==> src/rtl/mux4_rr_arbiter_pkg.sv <==
// Shared types and reset constants for the mux4 round-robin arbiter.
package mux4_arb_pkg;

  localparam int NREQ  = 4;
  localparam int SEL_W = 2;

  typedef enum logic [0:0] {
    IDLE  = 1'b0,
    GRANT = 1'b1
  } arb_state_e;

  localparam logic [NREQ-1:0]  GNT_RST = 4'b0000;
  localparam logic [SEL_W-1:0] SEL_RST = 2'd0;
  localparam logic             E_RST   = 1'b1;
  localparam logic [SEL_W-1:0] PTR_RST = 2'd3;

  function automatic logic [NREQ-1:0] onehot4(input logic [SEL_W-1:0] idx);
    logic [NREQ-1:0] oh;
    oh      = 4'b0000;
    oh[idx] = 1'b1;
    return oh;
  endfunction

endpackage

==> src/rtl/mux4_rr_arbiter_rr_pick4.sv <==
// Combinational rotate-priority picker: scans ptr+1, ptr+2, ptr+3, ptr,
// optionally skipping one excluded index.
module rr_pick4
  import mux4_arb_pkg::*;
(
  input  logic [NREQ-1:0]  req_i,
  input  logic [SEL_W-1:0] ptr_i,
  input  logic             excl_en_i,
  input  logic [SEL_W-1:0] excl_idx_i,
  output logic             valid_o,
  output logic [SEL_W-1:0] idx_o
);

  logic [SEL_W-1:0] cand_s;

  // Walk from the farthest offset down so the nearest eligible index wins.
  always_comb begin
    valid_o = 1'b0;
    idx_o   = ptr_i;
    cand_s  = ptr_i;
    for (int k = 4; k >= 1; k--) begin
      cand_s = ptr_i + SEL_W'(k);
      if (req_i[cand_s] && !(excl_en_i && (cand_s == excl_idx_i))) begin
        valid_o = 1'b1;
        idx_o   = cand_s;
      end else begin
        valid_o = valid_o;
      end
    end
  end

endmodule

==> src/rtl/mux4_rr_arbiter.sv <==
// Round-robin arbiter driving a shared mux4 (S, active-low E) with a hold limit.
// Optional LOCK input enabled by defining MUX4_ARB_LOCK_EN.
module mux4_rr_arbiter
  import mux4_arb_pkg::*;
#(
  parameter int MAX_HOLD = 8,
  parameter int CNT_W    = 8
) (
  input  logic             CLK,
  input  logic             RST_N,
  input  logic [NREQ-1:0]  REQ,
`ifdef MUX4_ARB_LOCK_EN
  input  logic             LOCK,
`endif
  output logic [NREQ-1:0]  GNT,
  output logic [SEL_W-1:0] S,
  output logic             E,
  output logic             BUSY
);

  arb_state_e       state_q;
  logic [NREQ-1:0]  gnt_q;
  logic [SEL_W-1:0] sel_q;
  logic             en_n_q;
  logic             busy_q;
  logic [CNT_W-1:0] cnt_q;
  logic [SEL_W-1:0] ptr_q;

  logic             pick_valid_s;
  logic [SEL_W-1:0] pick_idx_s;
  logic             at_limit_s;
  logic             lock_s;

`ifdef MUX4_ARB_LOCK_EN
  assign lock_s = LOCK;
`else
  assign lock_s = 1'b0;
`endif

  assign at_limit_s = (cnt_q == CNT_W'(MAX_HOLD));

  // While granting, the current owner is excluded so "others pending" and the
  // forced-switch target come from the same pick.
  rr_pick4 u_pick (
    .req_i      (REQ),
    .ptr_i      (ptr_q),
    .excl_en_i  (state_q == GRANT),
    .excl_idx_i (sel_q),
    .valid_o    (pick_valid_s),
    .idx_o      (pick_idx_s)
  );

  // Arbitration FSM with registered mux controls and grant vector.
  always_ff @(posedge CLK) begin
    if (!RST_N) begin
      state_q <= IDLE;
      gnt_q   <= GNT_RST;
      sel_q   <= SEL_RST;
      en_n_q  <= E_RST;
      busy_q  <= 1'b0;
      cnt_q   <= '0;
      ptr_q   <= PTR_RST;
    end else begin
      case (state_q)
        IDLE: begin
          if (pick_valid_s) begin
            state_q <= GRANT;
            gnt_q   <= onehot4(pick_idx_s);
            sel_q   <= pick_idx_s;
            en_n_q  <= 1'b0;
            busy_q  <= 1'b1;
            cnt_q   <= CNT_W'(1);
            ptr_q   <= pick_idx_s;
          end else begin
            state_q <= IDLE;
          end
        end
        GRANT: begin
          if (!REQ[sel_q]) begin
            if (pick_valid_s) begin
              gnt_q <= onehot4(pick_idx_s);
              sel_q <= pick_idx_s;
              cnt_q <= CNT_W'(1);
              ptr_q <= pick_idx_s;
            end else begin
              state_q <= IDLE;
              gnt_q   <= GNT_RST;
              en_n_q  <= 1'b1;
              busy_q  <= 1'b0;
              cnt_q   <= '0;
            end
          end else if (at_limit_s && pick_valid_s && !lock_s) begin
            gnt_q <= onehot4(pick_idx_s);
            sel_q <= pick_idx_s;
            cnt_q <= CNT_W'(1);
            ptr_q <= pick_idx_s;
          end else if (!at_limit_s) begin
            cnt_q <= cnt_q + CNT_W'(1);
          end else begin
            cnt_q <= cnt_q;
          end
        end
        default: begin
          state_q <= IDLE;
          gnt_q   <= GNT_RST;
          sel_q   <= SEL_RST;
          en_n_q  <= E_RST;
          busy_q  <= 1'b0;
          cnt_q   <= '0;
          ptr_q   <= PTR_RST;
        end
      endcase
    end
  end

  assign GNT  = gnt_q;
  assign S    = sel_q;
  assign E    = en_n_q;
  assign BUSY = busy_q;

endmodule

==> config.mk <==
export PLATFORM = sky130hd
export DESIGN_NAME = mux4_rr_arbiter
export DESIGN_NICKNAME = d
export VERILOG_FILES = /design/src/rtl/mux4_rr_arbiter_pkg.sv /design/src/rtl/mux4_rr_arbiter_rr_pick4.sv /design/src/rtl/mux4_rr_arbiter.sv
export SDC_FILE = /design/constraint.sdc
export NUM_CORES = 1
export LEC_CHECK = 0
export ABC_AREA = 1
export BUFFER_PORTS_ARGS = -buffer_cell sky130_fd_sc_hd__buf_2
export CORE_MARGIN = 2
export CORE_UTILIZATION = 57
export DETAILED_ROUTE_END_ITERATION = 8
export PLACE_DENSITY_LB_ADDON = 0.2
export SLEW_MARGIN = 30
export SYNTH_ARGS = -nofsm -noshare
export SYNTH_HDL_FRONTEND = slang
export SYNTH_SLANG_ARGS = --single-unit
==> constraint.sdc <==
create_clock -name CLK -period 3.5 [get_ports CLK]
set_input_delay 0.7 -clock CLK [delete_from_list [all_inputs] [get_ports CLK]]
set_output_delay 0.7 -clock CLK [all_outputs]
set_load 0.05 [all_outputs]
==> impl_metrics.ini, run 1 <==
[run_status]
status = finished, final reports clean

[clocking]
cts_tree = done
cts_root_buf = clkbuf_4
cts-resized-gates = 0
cts_setup_buffers = 0
cts_buffer_depth = 2
hold_buffers = 0
cts.sinks = 19
cts_made_buffers = 3
clk_pin_slew_ps = 110
h-tree-depth = 1
clock_latency_ps = 290

[setup_path]
crit_type = flop to flop
crit_end = GNT[0]
critPathMaxFanout = 10
crit_arrival_ps = 2280
path_cells = inv_2, nor2_4, nand3_2, nand2_2, nand2_4, nor2_8, nand2_1, o21ai_2, inv_2, nand4_1, nand2_1
crit_path_end_kind = flop
startpoint = state_q
r2r-end = GNT[0]
slowest_delay_ps = 610
rr_worst_depth = 11
r2r_start = state_q
start_kind = flop
critPathSlowestCell = dfxtp_1
worst_ep_required_time_ps = 3700
r2r_slack_ps = 1430

[synth]
synth.distinct_cells = 29
yosysWarnings = 0
netlist_area_sq_um = 1353
synth_nets = 216
synthCells = 208
syn_avg_cell_area_sq_um = 6.503
seq_area_frac_synth_pct = 28.12
ys_ff_latch = 19

[timing]
worst_pin_slew_ps = 454.8
clock_skew_ps = 5.525
finalHoldViolCount = 0
maxSlewViolCount = 0
fin_crit_sh_pct = 59.25
max_freq_mhz = 482.2
min_period_ps = 2074
rsz0062_at_grt = no
relSlewSlack_pct = 69.64
fin_ws_ps = 1426
tns_ps = 0
setup_violations = 0
whs_ps = 457.7

[floorplanning]
die_h_um = 52.71
dieArea_sq_um = 2778
core_area_sq_um = 2233
die_w_um = 52.71
start_util_pct = 60.56
ios = 14
rows = 17

[power]
power.total_mw = 1.385
powerDensity_nw_per_um2 = 952.0
p_int_mw = 0.5921
p_leak_nw = 0.7079
pwr-share-seq_pct = 25.0
switchingPower_mw = 0.7932
pwr-share-comb_pct = 67.0
swShare_pct = 57.26
clkPwrFrac_pct = 8.0
ir_drop_uv = 532.3

[global_routing]
grt_first_pass_wirelength_um = 4719
antenna_found_initial = 0
first_global_vias = 1164
grt_overflow = 0
track_usage_pct = 23.06
grt_max_degree = 11

[route]
remaining_drc_errors = 0
drtIter0Drc = 26
drtAntennaViolNets = 0
drtPass1Iterations = 4
vias_per_cell = 5.388
wire_per_inst_um = 11.40
vias = 1347
postRouteWirelength_um = 2849

[placement]
place_ws_ps = 1276
dpl_cell_area_sq_um = 1429
placedCellCount = 246
numPortBuffers = 13
place_congestion = 0.8550
place.detailed.hpwl_um = 2318

[finish]
nets = 231
final_cells = 250
drive_gt1_share_pct = 18.92
fin_area_sq_um = 1455
fill_cells = 220
multi_input_area_sq_um = 842.1
antenna_cells = 0
area_delta_synth_final_pct = 7.586
final_util_pct = 65.15
area.sequential_sq_um = 380.4

[min_path]
min_path_type = flop to flop
min-delay-start = GNT[1]

[run]
max_cap_violations = 0
-- power by group through the flow --
| stage | combinational, mW | sequential [mW] | clock (mW) |
|---|---|---|---|
| after floorplan | 0.710 | 0.412 | 0 |
| after global placement | 0.904 | 0.350 | 0 |
| after detailed placement | 0.926 | 0.351 | 0 |
| after CTS | 0.927 | 0.346 | 0.113 |
| after global routing | 1.03 | 0.356 | 0.123 |
| final | 0.928 | 0.347 | 0.110 |
-- how the worst min path moves through the flow --
stage | cells after the start | slack [ps] | end
floorplan | 2 | 450 | cnt_q[4]
detailed placement | 2 | 440 | GNT[2]
global placement | 2 | 440 | GNT[1]
finish | 2 | 460 | GNT[1]
CTS | 2 | 460 | GNT[2]
global route | 2 | 490 | GNT[2]
-- synthesized netlist by cell type (all sizes together) --
master  number  area [sq um]
a21oi       14         73.82
buf          3         23.77
clkinv       1         3.750
dfxtp       19         380.4
ha           2         25.02
inv         26         102.6
nand2       82         347.8
nand3       24         125.1
nand4        7         58.81
nor2        14         92.59
o211ai       3         22.52
o21ai       10         68.82
o22ai        2         18.77
xor2         1         8.760
-- sequential cells by signal (all words and copies together), names as in the netlist --
register and cells:
cnt_q 8, S 2, ptr_q 2, BUSY 1, state_q 1, E 1, GNT 4
-- layer usage --
metal,wire length [um],GRT usage (%),vias to the layer above
li1,-,-,708
met4,40,10.26,0
met1,1253,26.41,610
met2,1481,41.67,23
met5,0,0,-
met3,73,3.429,6
-- cells in the final DEF, fill, tap and decap left out, types with 3 or more instances in the layout --
cell type   n
dfxtp_1    19
buf_2      13
nor2_1     11
o211ai_1    3
o21ai_0     6
nand2_1    72
a21oi_1    13
inv_1      20
nand2_2     7
clkbuf_4    3
nand4_1     6
nand3_1    23
inv_2       4
nand2_4     3
-- final cells by class --
| cell class | instances | area share, % |
|---|---|---|
| multi-input combinational | 159 | 57.87 |
| sequential | 19 | 26.14 |
| inverter | 27 | 7.309 |
| timing repair buffer | 13 | 4.471 |
| tap | 28 | 2.408 |
| clock buffer | 4 | 1.806 |
-- critical path: cells and delay by family, from the launching register on --
| family | cells | cell delay [ps] |
|---|---|---|
| compound gates | 1 | 190 |
| buf+inv | 2 | 260 |
| flops | 1 | 610 |
| simple gates | 8 | 930 |
-- cells by family (layout without fill, tap and decap cells) --
group | count (synthesis) | in the layout | synth area share (%)
simple gates | 127 | 127 | 46.16
buf+inv | 30 | 44 | 9.620
compound gates | 29 | 29 | 13.60
flops | 19 | 19 | 28.12
fa+ha+maj | 2 | 2 | 1.850
xor+xnor | 1 | 1 | 0.6477
No activity file was read; power rests on OpenSTA's default activity.
==> inputs of run 2 (changes only) <==
--- a/config.mk
+++ b/config.mk
@@ -5,10 +5,10 @@
 export SDC_FILE = /design/constraint.sdc
 export NUM_CORES = 1
 export LEC_CHECK = 0
-export ABC_AREA = 1
+export ABC_AREA = 0
 export BUFFER_PORTS_ARGS = -buffer_cell sky130_fd_sc_hd__buf_2
 export CORE_MARGIN = 2
-export CORE_UTILIZATION = 57
+export CORE_UTILIZATION = 52
 export DETAILED_ROUTE_END_ITERATION = 8
 export PLACE_DENSITY_LB_ADDON = 0.2
 export SLEW_MARGIN = 30
==> constraint.sdc (replaced) <==
create_clock -name CLK -period 1.7 [get_ports CLK]
set_input_delay 0.34 -clock CLK [delete_from_list [all_inputs] [get_ports CLK]]
set_output_delay 0.34 -clock CLK [all_outputs]
set_load 0.05 [all_outputs]
==> run 2 against run 1 <==
Net effect: the flow now finishes with violations (negative setup slack); global-route usage grew 12 points; sequential share of layout area shrank 8.4 points; flip-flop and latch count is the same; power grew to 3.3 times the previous value; non-clock buffer count grew 60; routed wire length grew 130%; critical path depth shrank 3; clock power grew 130%; area after synthesis grew 4.1%; worst hold slack lost 190 ps; setup slack lost 2100 ps; first-iteration DRC count grew to 9.6 times the previous value; critical path type unchanged; critical endpoint is now cnt_q[2]; largest cell class unchanged.
==> impl_metrics.ini, run 2 <==
[run_status]
status = finished, violations left
violations = negative setup slack

[setup_path]
crit_path_end_kind = flop
rr_worst_depth = 8
r2r-end = cnt_q[2]
worst_ep_required_time_ps = 1910
crit_type = flop to flop
cp.depth = 8
crit_end = cnt_q[2]
r2r_start = ptr_q[1]
critPathMaxFanout = 5
start_kind = flop
r2r_slack_ps = -680
path_cells = mux4_2, buf_6, buf_4, o21ai_0, nor4_2, a311oi_4, xor2_1, nor2_1
critPathSlowestCell = mux4_2
crit_family = multiplexers
slowest_delay_ps = 600
crit_buf_inv = 2
startpoint = ptr_q[1]
crit_arrival_ps = 2590

[global_routing]
first_global_vias = 1706
antenna_found_initial = 0
track_usage_pct = 34.90
grt_overflow = 0
grt_first_pass_wirelength_um = 8597
grt_max_degree = 12

[power]
power.total_mw = 4.602
powerDensity_nw_per_um2 = 2078
p_leak_nw = 0.8859
ir_drop_uv = 2058

[route]
wire_per_inst_um = 25.44
drtPass1Iterations = 5
vias = 1825
drtAntennaViolNets = 0
met1_length_um = 2368
route.top_layer_used = met4
drtIter0Drc = 250
postRouteWirelength_um = 6411
wl_met2_um = 2914
vias_per_cell = 7.242
wl_met3_um = 694
remaining_drc_errors = 0

[synth]
seq_area_frac_synth_pct = 27.02
synth_ff_type = dfxtp_1
synth_most_common_cell = dfxtp_1
yosysWarnings = 0
ys_top_cells_by_count = dfxtp_1, a21oi_1, nand2_1
synth.distinct_cells = 58
synth_top_cell_by_area = dfxtp_1
yosys.area.top_type_share_pct = 27.02
ys_top_cells_by_area = dfxtp_1, mux4_2, a21oi_1, nand3_1, nand2_1
netlist_area_sq_um = 1408
synth-edff-count = 0
synth_nets = 161
async_reset_ff_share_pct = 0
syn_avg_cell_area_sq_um = 9.200
synthCells = 153
ys_ff_latch = 19

[clocking]
cts_root_buf = clkbuf_4
hold_buffers = 0
cts.sinks = 19
clk_pin_slew_ps = 130
h-tree-depth = 1
cts_tree = done
cts_buffer_depth = 2
clock_latency_ps = 320
cts_made_buffers = 3

[finish]
final_cells = 252
nets = 231
antenna_cells = 0
drive_gt1_share_pct = 57.21
fill_cells = 115
area_delta_synth_final_pct = 57.33
final_util_pct = 87.80
final_common_cell = buf_4
largest_reg_flops = 8
layout.cells.most_common_list = buf_4, dfxtp_1, buf_2
largest_register = cnt_q

[timing]
finalHoldViolCount = 0
max_freq_mhz = 420.0
min_period_ps = 2381
maxSlewViolCount = 0
clock_skew_ps = 15.45
fin_ws_ps = -680.8
whs_ps = 272.4
worst_pin_slew_ps = 454.4
relSlewSlack_pct = 69.64
setup_violations = 19
fin_crit_sh_pct = 140.0
rsz0062_at_grt = yes

[floorplanning]
dieArea_sq_um = 3139
die_h_um = 56.03
start_util_pct = 55.80
ios = 14
core_area_sq_um = 2522
die_w_um = 56.03
rows = 18

[placement]
place_congestion = 0.9291
placedCellCount = 240
place.detailed.hpwl_um = 3053
numPortBuffers = 13

[min_path]
min_path_type = input pin to flop

[run]
max_cap_violations = 0
run 2: cell count changes in the layout (fill, tap and decap cells not counted), sizes merged, moves of 5 or more:
cell    delta
a211oi     +5
a21oi      -5
buf       +60
inv       -19
mux4       +5
nand2     -73
nand3     -17
nand4      -6
nor2       -7
run 2: timing repair:
action | in CTS | in global routing
gates resized for setup | 22 | 31
pin swaps | 11 | 16
buffers inserted | 7 | 2
endpoints found under the setup margin | 19 | 19
gates cloned | 0 | 0
run 2: how the worst min path moves through the flow:
stage / startpoint / endpoint / slack [ps] / cells past startpoint
after floorplan: cnt_q[7] / cnt_q[7] / 450 / 2
after global placement: GNT[0] / GNT[0] / 440 / 2
after detailed placement: GNT[1] / GNT[1] / 440 / 1
after CTS: RST_N / E / 260 / 2
after global routing: RST_N / E / 260 / 2
final: RST_N / E / 270 / 2
run 2: per-layer routing:
layer  global-route usage (%)  vias to the layer above
li1                         -                      730
met1                    42.07                      867
met2                    61.68                      176
met3                    4.884                       52
met4                    14.29                        0
met5                        0                        -
run 2: cells by family after synthesis:
group	count (synthesis)	synth area share (%)
XOR/XNOR	7	5.423
adder cells (fa/ha/maj)	2	1.777
buffers and inverters	15	5.867
multiplexers	8	10.58
flip-flops	19	27.02
AO/OA/AOI/OAI	50	27.47
AND/OR/NAND/NOR	52	21.87
run 2: layout make-up:
cell class | count | area [sq um] | area share [%]
flip-flops and latches | 19 | 392.9 | 17.74
clock inverters | 1 | 5.005 | 0.2260
multi-input cells | 119 | 1172 | 52.94
well taps | 30 | 37.54 | 1.695
repair buffers | 73 | 558.0 | 25.20
inverters | 7 | 26.28 | 1.186
clock buffers | 3 | 22.52 | 1.017
run 2: power by group:
group          leakage (nW)  internal [mW]  switching (mW)
sequential            0.157          0.584           0.176
combinational         0.711           1.65            1.94
clock                0.0177         0.0881           0.166
run 2: per-stage QoR:
stage / cell area [sq um] / worst slack, ps / setup TNS [ps]
after floorplan: 1434 / -493.1 / -7714
after global placement: 1866 / -573.4 / -9499
after detailed placement: 1866 / -643.5 / -10350
after CTS: 2046 / -531.9 / -9088
after global routing: 2215 / -740.1 / -12000
final: 2215 / -680.8 / -11300
run 2: worst reg2reg max path, stage by stage (launching register included):
cell	delay, ps
dfxtp_4	420
mux4_2	600
buf_6	160
buf_4	130
o21ai_0	250
nor4_2	100
a311oi_4	330
xor2_1	210
nor2_1	70
